**config.mk**
```make
export PLATFORM = sky130hd
export DESIGN_NAME = muldiv_unit_flat
export DESIGN_NICKNAME = d
export VERILOG_FILES = /design/src/rtl/muldiv_unit_if.sv /design/src/rtl/muldiv_unit.sv /design/src/flat_wrapper.sv
export SDC_FILE = /design/constraint.sdc
export NUM_CORES = 1
export LEC_CHECK = 0
export ABC_AREA = 1
export CORE_MARGIN = 5
export CORE_UTILIZATION = 44
export DETAILED_ROUTE_END_ITERATION = 6
export PLACE_DENSITY = 0.63
export SETUP_SLACK_MARGIN = 0.3
export SKIP_CTS_REPAIR_TIMING = 1
export SLEW_MARGIN = 5
export SYNTH_ARGS = -nofsm -noshare
export SYNTH_HDL_FRONTEND = slang
export SYNTH_SLANG_ARGS = --single-unit
```
**constraint.sdc**
```tcl
create_clock -name clk -period 11.27 [get_ports clk]
set_input_delay 2.8175 -clock clk [delete_from_list [all_inputs] [get_ports clk]]
set_output_delay 2.8175 -clock clk [all_outputs]
set_load 0.02 [all_outputs]
```
**src/rtl/muldiv_unit_if.sv**
```systemverilog
// Operand, control and result bundle between the EX stage and muldiv_unit.
// The master side is the core (or bench); the slave side is the multiply/divide unit.
interface muldiv_unit_if;
    logic        start;
    logic [1:0]  op;
    logic [31:0] rs_data;
    logic [31:0] rt_data;
    logic        hi_we;
    logic        lo_we;
    logic [31:0] wdata;
    logic        busy;
    logic        done;
    logic [31:0] hi;
    logic [31:0] lo;

    modport master (
        output start, op, rs_data, rt_data, hi_we, lo_we, wdata,
        input  busy, done, hi, lo
    );

    modport slave (
        input  start, op, rs_data, rt_data, hi_we, lo_we, wdata,
        output busy, done, hi, lo
    );
endinterface

```
**src/rtl/muldiv_unit.sv**
```systemverilog
// Iterative 32x32 multiply (shift-add) / restoring divide with HI/LO, fixed 34-cycle latency.
// Define MULDIV_DIV_EN to build the divider; without it DIV/DIVU starts are ignored.
module muldiv_unit (
    input  logic         clk,
    input  logic         reset,
    muldiv_unit_if.slave bus
);
    localparam int DATA_W = 32;

    localparam logic [1:0] S_IDLE = 2'd0;
    localparam logic [1:0] S_PREP = 2'd1;
    localparam logic [1:0] S_CALC = 2'd2;
    localparam logic [1:0] S_FIX  = 2'd3;

    logic [1:0]          r_state;
    logic [5:0]          r_cnt;
    logic                r_busy;
    logic                r_done;
    logic [DATA_W-1:0]   r_hi;
    logic [DATA_W-1:0]   r_lo;
    logic [1:0]          r_op;
    logic [DATA_W-1:0]   r_a;
    logic [DATA_W-1:0]   r_b;
    logic [DATA_W-1:0]   r_opnd;
    logic [2*DATA_W-1:0] r_acc;
    logic                r_neg_lo;

    logic                w_accept;
    logic                w_signed;
    logic [DATA_W-1:0]   w_mag_a;
    logic [DATA_W-1:0]   w_mag_b;
    logic [DATA_W:0]     w_add;
    logic [2*DATA_W-1:0] w_acc_next;
    logic [2*DATA_W-1:0] w_prod;
    logic [DATA_W-1:0]   w_res_hi;
    logic [DATA_W-1:0]   w_res_lo;

    function automatic logic [DATA_W-1:0] f_mag(input logic signed [DATA_W-1:0] v,
                                                input logic is_signed);
        // |0x80000000| wraps back to 0x80000000, which is the correct unsigned magnitude
        f_mag = (is_signed && v[DATA_W-1]) ? $unsigned(-v) : $unsigned(v);
    endfunction

    function automatic logic [2*DATA_W-1:0] f_cneg64(input logic [2*DATA_W-1:0] v,
                                                     input logic neg);
        f_cneg64 = neg ? (~v + 1'b1) : v;
    endfunction

`ifdef MULDIV_DIV_EN
    logic                r_neg_hi;
    logic [DATA_W:0]     w_rem;
    logic [DATA_W-1:0]   w_diff;

    function automatic logic [DATA_W-1:0] f_cneg32(input logic [DATA_W-1:0] v,
                                                   input logic neg);
        f_cneg32 = neg ? (~v + 1'b1) : v;
    endfunction

    assign w_accept = (r_state == S_IDLE) && bus.start;
`else
    assign w_accept = (r_state == S_IDLE) && bus.start && !bus.op[1];
`endif

    assign w_signed = ~r_op[0];
    assign w_mag_a  = f_mag($signed(r_a), w_signed);
    assign w_mag_b  = f_mag($signed(r_b), w_signed);

    always_comb begin
        w_add      = {1'b0, r_acc[2*DATA_W-1:DATA_W]} + {1'b0, (r_acc[0] ? r_opnd : {DATA_W{1'b0}})};
        w_acc_next = {w_add, r_acc[DATA_W-1:1]};
`ifdef MULDIV_DIV_EN
        w_rem  = r_acc[2*DATA_W-1:DATA_W-1];
        w_diff = w_rem[DATA_W-1:0] - r_opnd;
        if (r_op[1]) begin
            if (w_rem >= {1'b0, r_opnd})
                w_acc_next = {w_diff, r_acc[DATA_W-2:0], 1'b1};
            else
                w_acc_next = {r_acc[2*DATA_W-2:0], 1'b0};
        end
`endif
    end

    always_comb begin
        w_prod   = f_cneg64(r_acc, r_neg_lo);
        w_res_hi = w_prod[2*DATA_W-1:DATA_W];
        w_res_lo = w_prod[DATA_W-1:0];
`ifdef MULDIV_DIV_EN
        if (r_op[1]) begin
            if (r_b == '0) begin
                w_res_hi = r_a;
                w_res_lo = '1;
            end else begin
                w_res_hi = f_cneg32(r_acc[2*DATA_W-1:DATA_W], r_neg_hi);
                w_res_lo = f_cneg32(r_acc[DATA_W-1:0], r_neg_lo);
            end
        end
`endif
    end

    // Datapath: operand latch, magnitude/sign prep, one iteration per CALC cycle
    always_ff @(posedge clk) begin
        if (w_accept) begin
            r_op <= bus.op;
            r_a  <= bus.rs_data;
            r_b  <= bus.rt_data;
        end
        if (r_state == S_PREP) begin
            r_neg_lo <= w_signed & (r_a[DATA_W-1] ^ r_b[DATA_W-1]);
`ifdef MULDIV_DIV_EN
            r_neg_hi <= w_signed & r_a[DATA_W-1];
`endif
            if (r_op[1]) begin
                r_opnd <= w_mag_b;
                r_acc  <= {{DATA_W{1'b0}}, w_mag_a};
            end else begin
                r_opnd <= w_mag_a;
                r_acc  <= {{DATA_W{1'b0}}, w_mag_b};
            end
        end else if (r_state == S_CALC) begin
            r_acc <= w_acc_next;
        end
    end

    // Control: FSM, counter, HI/LO and handshake outputs
    always_ff @(posedge clk) begin
        if (reset) begin
            r_state <= S_IDLE;
            r_cnt   <= '0;
            r_busy  <= 1'b0;
            r_done  <= 1'b0;
            r_hi    <= '0;
            r_lo    <= '0;
        end else begin
            r_done <= 1'b0;
            case (r_state)
                S_IDLE: begin
                    if (bus.hi_we) r_hi <= bus.wdata;
                    if (bus.lo_we) r_lo <= bus.wdata;
                    if (w_accept) begin
                        r_state <= S_PREP;
                        r_busy  <= 1'b1;
                    end
                end
                S_PREP: begin
                    r_cnt   <= '0;
                    r_state <= S_CALC;
                end
                S_CALC: begin
                    r_cnt <= r_cnt + 6'd1;
                    if (r_cnt == 6'd31) r_state <= S_FIX;
                end
                default: begin
                    r_hi    <= w_res_hi;
                    r_lo    <= w_res_lo;
                    r_done  <= 1'b1;
                    r_busy  <= 1'b0;
                    r_state <= S_IDLE;
                end
            endcase
        end
    end

    assign bus.busy = r_busy;
    assign bus.done = r_done;
    assign bus.hi   = r_hi;
    assign bus.lo   = r_lo;
endmodule

```
**src/flat_wrapper.sv**
```systemverilog
// flat-port wrapper written by rule: the top's interface ports become plain ports
module muldiv_unit_flat 
  (clk, reset, bus_start, bus_op, bus_rs_data, bus_rt_data, bus_hi_we, bus_lo_we, bus_wdata, bus_busy, bus_done, bus_hi, bus_lo);
  muldiv_unit_if bus_i ();
  input  logic clk;
  input  logic reset;
  input wire logic [$bits(bus_i.start)-1:0] bus_start;
  input wire logic [$bits(bus_i.op)-1:0] bus_op;
  input wire logic [$bits(bus_i.rs_data)-1:0] bus_rs_data;
  input wire logic [$bits(bus_i.rt_data)-1:0] bus_rt_data;
  input wire logic [$bits(bus_i.hi_we)-1:0] bus_hi_we;
  input wire logic [$bits(bus_i.lo_we)-1:0] bus_lo_we;
  input wire logic [$bits(bus_i.wdata)-1:0] bus_wdata;
  output wire logic [$bits(bus_i.busy)-1:0] bus_busy;
  output wire logic [$bits(bus_i.done)-1:0] bus_done;
  output wire logic [$bits(bus_i.hi)-1:0] bus_hi;
  output wire logic [$bits(bus_i.lo)-1:0] bus_lo;
  assign bus_i.start = bus_start;
  assign bus_i.op = bus_op;
  assign bus_i.rs_data = bus_rs_data;
  assign bus_i.rt_data = bus_rt_data;
  assign bus_i.hi_we = bus_hi_we;
  assign bus_i.lo_we = bus_lo_we;
  assign bus_i.wdata = bus_wdata;
  assign bus_busy = bus_i.busy;
  assign bus_done = bus_i.done;
  assign bus_hi = bus_i.hi;
  assign bus_lo = bus_i.lo;
  muldiv_unit u_core (.clk(clk), .reset(reset), .bus(bus_i));
endmodule
```
==> qor.yml, run 1 <==
global_route:
  globalRouteMet3Util_pct: 3.41
  grt_antenna_before_repair: 0
  grt_pass1_vias: 14400
  grt_pass1_wl_um: 81500
  grt_overflow: 0
  grt_max_degree: 80
  grt_usage_pct: 26.4
  grt_busiest_layer: "met2"
  gr-usage-met2_pct: 45.2
  use_met1_pct: 34.5
worst_setup_path:
  crit_chain: "clkdlybuf4s50_1"
  crit_cells: 1
  r2r_setup_slack_ns: 8.04
  worst_r2r_endpoint: "u_core.bus.hi[26]"
  rr_worst_depth: 10
  crit_type: "reg -> out"
  critPathArrivalTime_ns: 1.57
  crit_path_end_kind: "output port"
  crit_buf_inv: 1
  worstPathRequired_ns: 8.45
  cpLargestDelayFamily: "buffers and inverters"
  startpoint_type: "flip-flop"
  critPathMaxFanout: 2
  r2r_start: "u_core.r_state[1]"
  critPathCapture: "bus_lo[3]"
  crit_start: "u_core.bus.lo[3]"
  crit_path_top_delay_cell: "clkdlybuf4s50_1"
  slowest_delay_ns: 0.66
timing:
  maxSlewViolCount: 0
  rsz0062_at_grt: "false"
  hold_violations: 0
  fmax_mhz: 228
  worst_slack_ns: 6.88
  worst_hold_slack_ns: 0.481
  worst_pin_slew_ns: 0.988
  slew_headroom_pct: 34.2
  finClkSkew_ns: 0.0299
  setup_tns_ns: 0
  finalCritPeriodShare_pct: 39.0
  setup_violations: 0
  layout_min_cycle_time_ns: 4.39
clock_tree:
  cts.sink_count: 237
  cts.path.max_buffers: 3
  cts_buffers: 28
  clkLatencyLatePin_ns: 0.57
  root_buffer: "clkbuf_16"
  cts_tree: "done"
  clkTransAtPathRegs_ns: 0.07
  cts.htree.levels: 1
job:
  cap_violations: 0
route:
  antenna_left: 0
  dr_total_vias: 15700
  drc: 0
  wirelength_um: 54300
  first_iter_violations: 1354
  drtPass1Iterations: 6
  viasPerCell: 5.53
  wl_per_cell_um: 19.2
synthesis:
  yosys.area.top_type: "edfxtp_1"
  synth_area_um2: 15700
  synth-edff-count: 163
  ys_dominant_reg_cell: "edfxtp_1"
  synth.most_common_cell: "nand2_1"
  async_flop_share_pct: 0
  synth_commonest_cells: "nand2_1 (573), nor2_1 (284), nand3_1 (229), inv_1 (211), a21oi_1 (192)"
  synth_cells: 2221
  synth-seq-cells: 237
  synth_top_area_share_pct: 31.1
  syn_area_per_cell_um2: 7.08
  synth_seq_area_share_pct: 40.5
  ys_types: 48
  synth_nets: 2365
  synthTopCellsByArea: "edfxtp_1 (31%), nand2_1 (14%), dfxtp_1 (9.4%)"
  ys_warn_count: 0
floorplan:
  rows: 69
  fp.dieH_um: 199
  num_io_pins: 169
  dieArea_um2: 39600
  start_util_pct: 44.4
  die_x_um: 199
  core_area_um2: 35400
finish:
  drive_gt1_share_pct: 4.93
  fin_cells: 2835
  design_area_um2: 18700
  diodes: 0
  syn2layout_area_growth_pct: 18.9
  num-nets-final: 2497
pwr:
  irDropWorstVdd_mv: 0.168
  p_per_area_nw_per_um2: 279
  p_leak_nw: 7.82
min_path:
  hp-class: "reg -> reg"
placement:
  placedCellCount: 2784
  dp_hpwl_um: 42500
  place_congestion: 1.01
  port_buffers: 168
  dpl_worst_slack_ns: 6.50
  dpl_cell_area_um2: 17800
run_status:
  status: "complete, no violations"
[stage by stage]
stage	total power [W]	utilization, %
detailed placement	0.00428	50.2
global route	0.00557	52.8
finish	0.00522	52.8
global placement	0.00424	50.2
CTS	0.00520	52.8
floorplan	0.00334	-
[area by class of cell]
type                            instances  area, um2
Inverter                              219        823
Clock inverter                         16        145
Timing Repair Buffer                  181       1780
Multi-Input combinational cell       1686       8210
Fill cell                            3550      16700
Tap cell                              461        577
Sequential cell                       237       6380
Clock buffer                           35        779
[state kept, by name, indices dropped and copies added, names as in the netlist, 2 cells and up]
| name | cells |
|---|---|
| u_core.bus.hi | 32 |
| u_core.bus.lo | 32 |
| u_core.r_a | 32 |
| u_core.r_acc | 64 |
| u_core.r_b | 32 |
| u_core.r_cnt | 6 |
| u_core.r_op | 2 |
| u_core.r_opnd | 32 |
| u_core.r_state | 2 |
[worst min-delay path by stage]
stage / startpoint / endpoint / cells past startpoint
after global placement: u_core.bus.busy / u_core.bus.busy / 2
after CTS: u_core.bus.busy / u_core.bus.busy / 2
after global routing: u_core.bus.busy / u_core.bus.busy / 2
final: u_core.bus.busy / u_core.bus.busy / 2
after floorplan: u_core.r_cnt[0] / u_core.r_cnt[0] / 2
after detailed placement: u_core.bus.busy / u_core.bus.busy / 2
[power by group]
group | internal, W | switching [W] | total [W]
Combinational | 0.000840 | 0.00176 | 0.00260
Clock | 0.000536 | 0.000383 | 0.000919
Sequential | 0.00136 | 0.000337 | 0.00170
Total | 0.00274 | 0.00248 | 0.00522
[cell usage in the layout, fill, tap and decap left out, drive strengths merged, types with 2 or more instances in the layout]
master | synthesis | final
nand3b | 16 | 16
o22ai | 9 | 9
nand4 | 19 | 19
nand3 | 234 | 234
nor2 | 301 | 301
clkinv | 5 | 12
clkinvlp | 0 | 3
inv | 214 | 218
nor4 | 3 | 3
clkdlybuf4s50 | 0 | 168
edfxtp | 163 | 163
nor3 | 20 | 20
a21oi | 193 | 193
a31oi | 10 | 10
bufinv | 0 | 2
or2 | 3 | 3
clkbuf | 48 | 35
a21o | 5 | 5
o21ai | 178 | 178
nand2 | 592 | 592
ha | 40 | 40
o21a | 11 | 11
dfxtp | 74 | 74
o211ai | 9 | 9
buf | 31 | 13
and2 | 3 | 3
o21bai | 2 | 2
xnor2 | 5 | 5
xor2 | 28 | 28
[layer usage]
layer / up-vias / routed length [um] / part of all wire, %
li1: 7698 / - / -
met1: 7279 / 22600 / 42
met2: 593 / 26000 / 48
met3: 102 / 3480 / 6.4
met4: 0 / 2190 / 4.0
met5: - / 0 / 0
[cell families after synthesis]
kind of cell             synth area share [%]
AO/OA/AOI/OAI                            14.2
XOR/XNOR                                 1.84
adder cells (fa/ha/maj)                  3.31
buffers and inverters                    7.35
flip-flops                               40.5
AND/OR/NAND/NOR                          32.7
Power figures use the tool's default switching activity.
==> run 2: changes to the inputs <==
clock period = 4.5 ns   (was 11.27 ns; I/O delays follow)
==> run 2 against run 1 <==
  * Global-route usage increased by 0.36 points
  * Critical path depth rose by 14
  * Clock power up 150%
  * Clock skew is 0.014 ns lower
  * Worst setup slack lost 5.5 ns
  * Via count shrank 0.66%
  * Register-to-register slack got worse by 6.7 ns
  * Utilization is 0.081 points higher
  * Combinational power grew to 2.5 times the previous value
  * Critical endpoint is now u_core.r_acc[55]
  * Highest routed layer unchanged
==> qor.yml, run 2 (synthesis results as in run 1) <==
run_status:
  status: "complete, no violations"
placement:
  port_buffers: 168
  placedCellCount: 2784
  dp_hpwl_um: 42700
  place_congestion: 0.983
timing:
  maxSlewViolCount: 0
  slew_headroom_pct: 27.5
  rsz0062_at_grt: "false"
  setup_violations: 0
  fmax_mhz: 321
  finClkSkew_ns: 0.0162
  layout_min_cycle_time_ns: 3.11
  finalCritPeriodShare_pct: 69.2
  hold_violations: 0
  setup_tns_ns: 0
  worst_pin_slew_ns: 1.09
global_route:
  grt_pass1_wl_um: 82400
  grt_overflow: 0
  grt_max_degree: 78
  grt_pass1_vias: 14700
  grt_antenna_before_repair: 0
  grt_usage_pct: 26.7
job:
  cap_violations: 0
finish:
  layout_commonest_cell: "nand2_1"
  drive_gt1_share_pct: 5.14
  num-nets-final: 2497
  largest_register_ffs: 64
  layout_common_cells: "nand2_1 (573), nor2_1 (284), nand3_1 (229)"
  regMostFlops: "u_core.r_acc"
  syn2layout_area_growth_pct: 19.0
  diodes: 0
  fin_cells: 2835
worst_setup_path:
  crit_path_top_delay_cell: "edfxtp_1"
  startpoint_type: "flip-flop"
  crit_chain: "nand2_1, inv_1, ha_1, fa_1, nand2_1, nand2_1, o21ai_2, o21ai_0, nand3_1, nand2_1, nand2_1, nand2_1, nand2_1, nand2_1, nor2_1"
  r2r_setup_slack_ns: 1.39
  crit_start: "u_core.r_acc[0]"
  rr_worst_depth: 15
  slowest_delay_ns: 0.99
  critPathMaxFanout: 34
  critPathMostFrequentCell: "nand2_1"
  critPathArrivalTime_ns: 3.44
  crit_type: "reg -> reg"
  worstPathRequired_ns: 4.82
  r2r_start: "u_core.r_acc[0]"
  worst_r2r_endpoint: "u_core.r_acc[55]"
  crit_path_end_kind: "flip-flop"
route:
  drc: 0
  dr_total_vias: 15600
  wl_met3_um: 3210
  first_iter_violations: 1291
  antenna_left: 0
  top_layer: "met4"
  viasPerCell: 5.49
  wirelength_um: 54200
  wl_met1_um: 22700
  wl_met2_um: 25500
  wl_per_cell_um: 19.1
  drtPass1Iterations: 6
pwr:
  p_leak_nw: 7.85
  p_total_w: 0.0131
  p_per_area_nw_per_um2: 699
  irDropWorstVdd_mv: 0.440
clock_tree:
  clkTransAtPathRegs_ns: 0.06
  cts.path.max_buffers: 3
  root_buffer: "clkbuf_16"
  cts_tree: "done"
  clkLatencyLatePin_ns: 0.56
  cts.sink_count: 237
  cts_buffers: 28
  cts.htree.levels: 1
floorplan:
  start_util_pct: 44.4
  rows: 69
  fp.dieH_um: 199
  dieArea_um2: 39600
  core_area_um2: 35400
  die_x_um: 199
  num_io_pins: 169
min_path:
  hold_depth: 2
  whs_endpoint: "u_core.bus.busy"
  hold_path_startpoint: "u_core.bus.busy"
  hp-class: "reg -> reg"
-- run 2: changes by cell type in the layout (fill, tap and decap cells not counted), sizes merged --
cell	change
inv	-3
clkbuf	+7
bufinv	-1
clkinvlp	-3
-- run 2: report_power, final --
part	leakage (nW)	switching (W)	internal [W]	total, W
clock	0.469	0.000927	0.00135	0.00228
combinational	5.24	0.00441	0.00213	0.00654
sequential	2.14	0.000850	0.00341	0.00426
total	7.85	0.00619	0.00689	0.0131
-- run 2: per-stage QoR --
step	worst slack, ns	util [%]	area, um2	hold WS (ns)
after floorplan	0.987	-	15700	0.477
after global placement	1.48	50.3	17800	0.465
after detailed placement	1.43	50.3	17800	0.471
after CTS	1.46	52.9	18700	0.484
after global routing	0.975	52.9	18700	0.489
final	1.39	52.9	18700	0.485
-- run 2: worst max-delay path, delay by kind of cell, from the launching register on --
| family | cells | cell delay (ns) |
|---|---|---|
| flip-flops | 1 | 0.99 |
| AND/OR/NAND/NOR | 10 | 0.89 |
| AO/OA/AOI/OAI | 2 | 0.52 |
| adder cells (fa/ha/maj) | 2 | 0.38 |
| buffers and inverters | 1 | 0.09 |
-- run 2: worst max-delay path by stage --
stage | cells past startpoint | slack (ns) | end
after floorplan | 4 | 0.99 | u_core.r_state[1]
after global placement | 6 | 1.48 | u_core.bus.lo[0]
after detailed placement | 6 | 1.43 | u_core.bus.lo[3]
after CTS | 13 | 1.46 | u_core.r_acc[61]
after global routing | 15 | 0.97 | u_core.r_acc[55]
final | 15 | 1.39 | u_core.r_acc[55]
-- run 2: final cells by class --
type	count	area, um2
Clock buffer	42	847
Fill cell	3507	16700
Multi-Input combinational cell	1686	8220
Sequential cell	237	6380
Tap cell	461	577
Timing Repair Buffer	181	1800
Clock inverter	9	75.1
Inverter	219	823
-- run 2: routing by layer --
layer  track usage [%]  vias to the layer above
met5                 0                        -
met4              12.0                        0
met3              3.27                      120
met2              44.4                      561
met1              35.1                     7204
li1                  -                     7683
==> run 3: changes to the inputs <==
PLACE_DENSITY = 0.65   (was 0.63)
clock period = 2.5 ns   (was 4.5 ns; I/O delays follow)
==> run 3 against run 2 <==
  * The run now ends with DRC left
  * Die area unchanged
  * Utilization increased by 5.8 points
  * Clock-buffer cell count decreased by 8
  * Worst setup slack got worse by 1.3 ns
  * Sequential power increased by 80%
  * Global-route usage decreased by 0.071 points
  * Cell area increased by 11%
  * Combinational power increased by 140%
  * Routed wire length increased by 4.8%
  * Largest power group unchanged
==> qor.yml, run 3 (synthesis results as in run 1) <==
timing:
  layout_min_cycle_time_ns: 2.41
  finClkSkew_ns: 0.0161
  setup_violations: 0
  hold_violations: 0
  rsz0062_at_grt: "true"
  slew_headroom_pct: 52.3
  worst_slack_ns: 0.0866
  fmax_mhz: 414
  worst_pin_slew_ns: 0.715
  finalCritPeriodShare_pct: 96.5
  maxSlewViolCount: 0
finish:
  regMostFlops: "u_core.r_acc"
  design_area_um2: 20800
  drive_gt1_share_pct: 17.8
  diodes: 0
  num-nets-final: 2578
  syn2layout_area_growth_pct: 32.0
  fin_cells: 2915
  layout_common_cells: "nand2_1 (512), nor2_1 (239), nand3_1 (205)"
  largest_register_ffs: 64
  layout_commonest_cell: "nand2_1"
worst_setup_path:
  crit_chain: "buf_6, clkbuf_16, nand2_1, inv_1, ha_4, nand2_2, o21ai_1, a21oi_2, o21ai_0, nor2_2, nor2_1, nor2_1"
  crit_buf_inv: 3
  worstPathRequired_ns: 2.84
  startpoint_type: "flip-flop"
  rr_worst_depth: 12
  crit_path_top_delay_cell: "edfxtp_1"
  crit_cells: 12
  critPathMostFrequentCell: "nor2_1"
  slowest_delay_ns: 0.38
  cpLargestDelayFamily: "compound AO/OA/AOI/OAI gates"
  crit_type: "reg -> reg"
  crit_path_end_kind: "flip-flop"
  critPathArrivalTime_ns: 2.75
  critPathMaxFanout: 8
pwr:
  p_leak_nw: 8.60
  p_total_w: 0.0272
  p_per_area_nw_per_um2: 1310
  irDropWorstVdd_mv: 0.975
route:
  antenna_left: 0
  drtPass1Iterations: 7
  wl_per_cell_um: 19.5
  drc: 1
  wirelength_um: 56900
  first_iter_violations: 1585
  viasPerCell: 5.68
  dr_total_vias: 16600
placement:
  place_congestion: 1.01
  dpl_worst_slack_ns: -0.0116
  placedCellCount: 2821
  dpl_cell_area_um2: 18200
  port_buffers: 168
  dp_hpwl_um: 42900
floorplan:
  core_area_um2: 35400
  dieArea_um2: 39600
  rows: 69
  die_x_um: 199
  start_util_pct: 44.4
  fp.dieH_um: 199
  num_io_pins: 169
clock_tree:
  clkTransAtPathRegs_ns: 0.06
  cts.sink_count: 237
  cts_buffers: 28
  cts_tree: "done"
  clkLatencyLatePin_ns: 0.58
  cts.path.max_buffers: 3
  root_buffer: "clkbuf_16"
  cts.htree.levels: 1
global_route:
  grt_max_degree: 78
  grt_pass1_wl_um: 82900
  grt_usage_pct: 26.7
  grt_overflow: 0
  grt_antenna_before_repair: 0
  grt_pass1_vias: 15200
min_path:
  hold_depth: 2
  hp-class: "reg -> reg"
run_status:
  status: "finished, violations left"
  violations: "DRC"
job:
  cap_violations: 0
-- run 3: path summary, 6_finish.rpt --
path	slack [ns]	from	endpoint
setup / recovery	0.09	u_core.r_acc[0]	u_core.r_acc[57]
hold / removal	0.49	u_core.bus.busy	u_core.bus.busy
setup reg to reg	0.09	u_core.r_acc[0]	u_core.r_acc[57]
hold reg to reg	0.49	u_core.bus.busy	u_core.bus.busy
-- run 3: power breakdown --
part,switching (W),leakage (nW),internal (W)
registers,0.00153,2.14,0.00613
logic,0.00976,6.03,0.00586
clock network,0.00170,0.436,0.00223
-- run 3: cell type report --
class	instances	area, um2
clock inverters	16	128
clock buffers	34	744
fillers	3244	14600
multi-input cells	1687	9510
repair buffers	261	2590
well taps	461	577
inverters	219	837
flip-flops and latches	237	6380
-- run 3: metal layers --
metal	share of wire (%)	wire [um]	vias to the layer above	GRT usage, %
li1	-	-	7854	-
met1	39	22400	7688	35.1
met2	47	26400	831	43.4
met3	8.3	4740	187	3.86
met4	5.8	3290	0	12.7
met5	0	0	-	0
-- run 3: metrics by stage --
step / utilization (%) / TNS [ns] / hold WS (ns)
after floorplan: - / -19.25 / 0.477
after global placement: 51.4 / 0 / 0.469
after detailed placement: 51.4 / -0.0116 / 0.484
after CTS: 53.9 / -0.0471 / 0.492
after global routing: 58.6 / -0.0921 / 0.527
final: 58.6 / 0 / 0.490
-- run 3: worst reg2reg max path: stages, from the launching register on --
cell and delay [ns]:
edfxtp_1 0.38, buf_6 0.16, clkbuf_16 0.17, nand2_1 0.06, inv_1 0.08, ha_4 0.31
nand2_2 0.12, o21ai_1 0.34, a21oi_2 0.12, o21ai_0 0.24, nor2_2 0.06, nor2_1 0.09
nor2_1 0.05
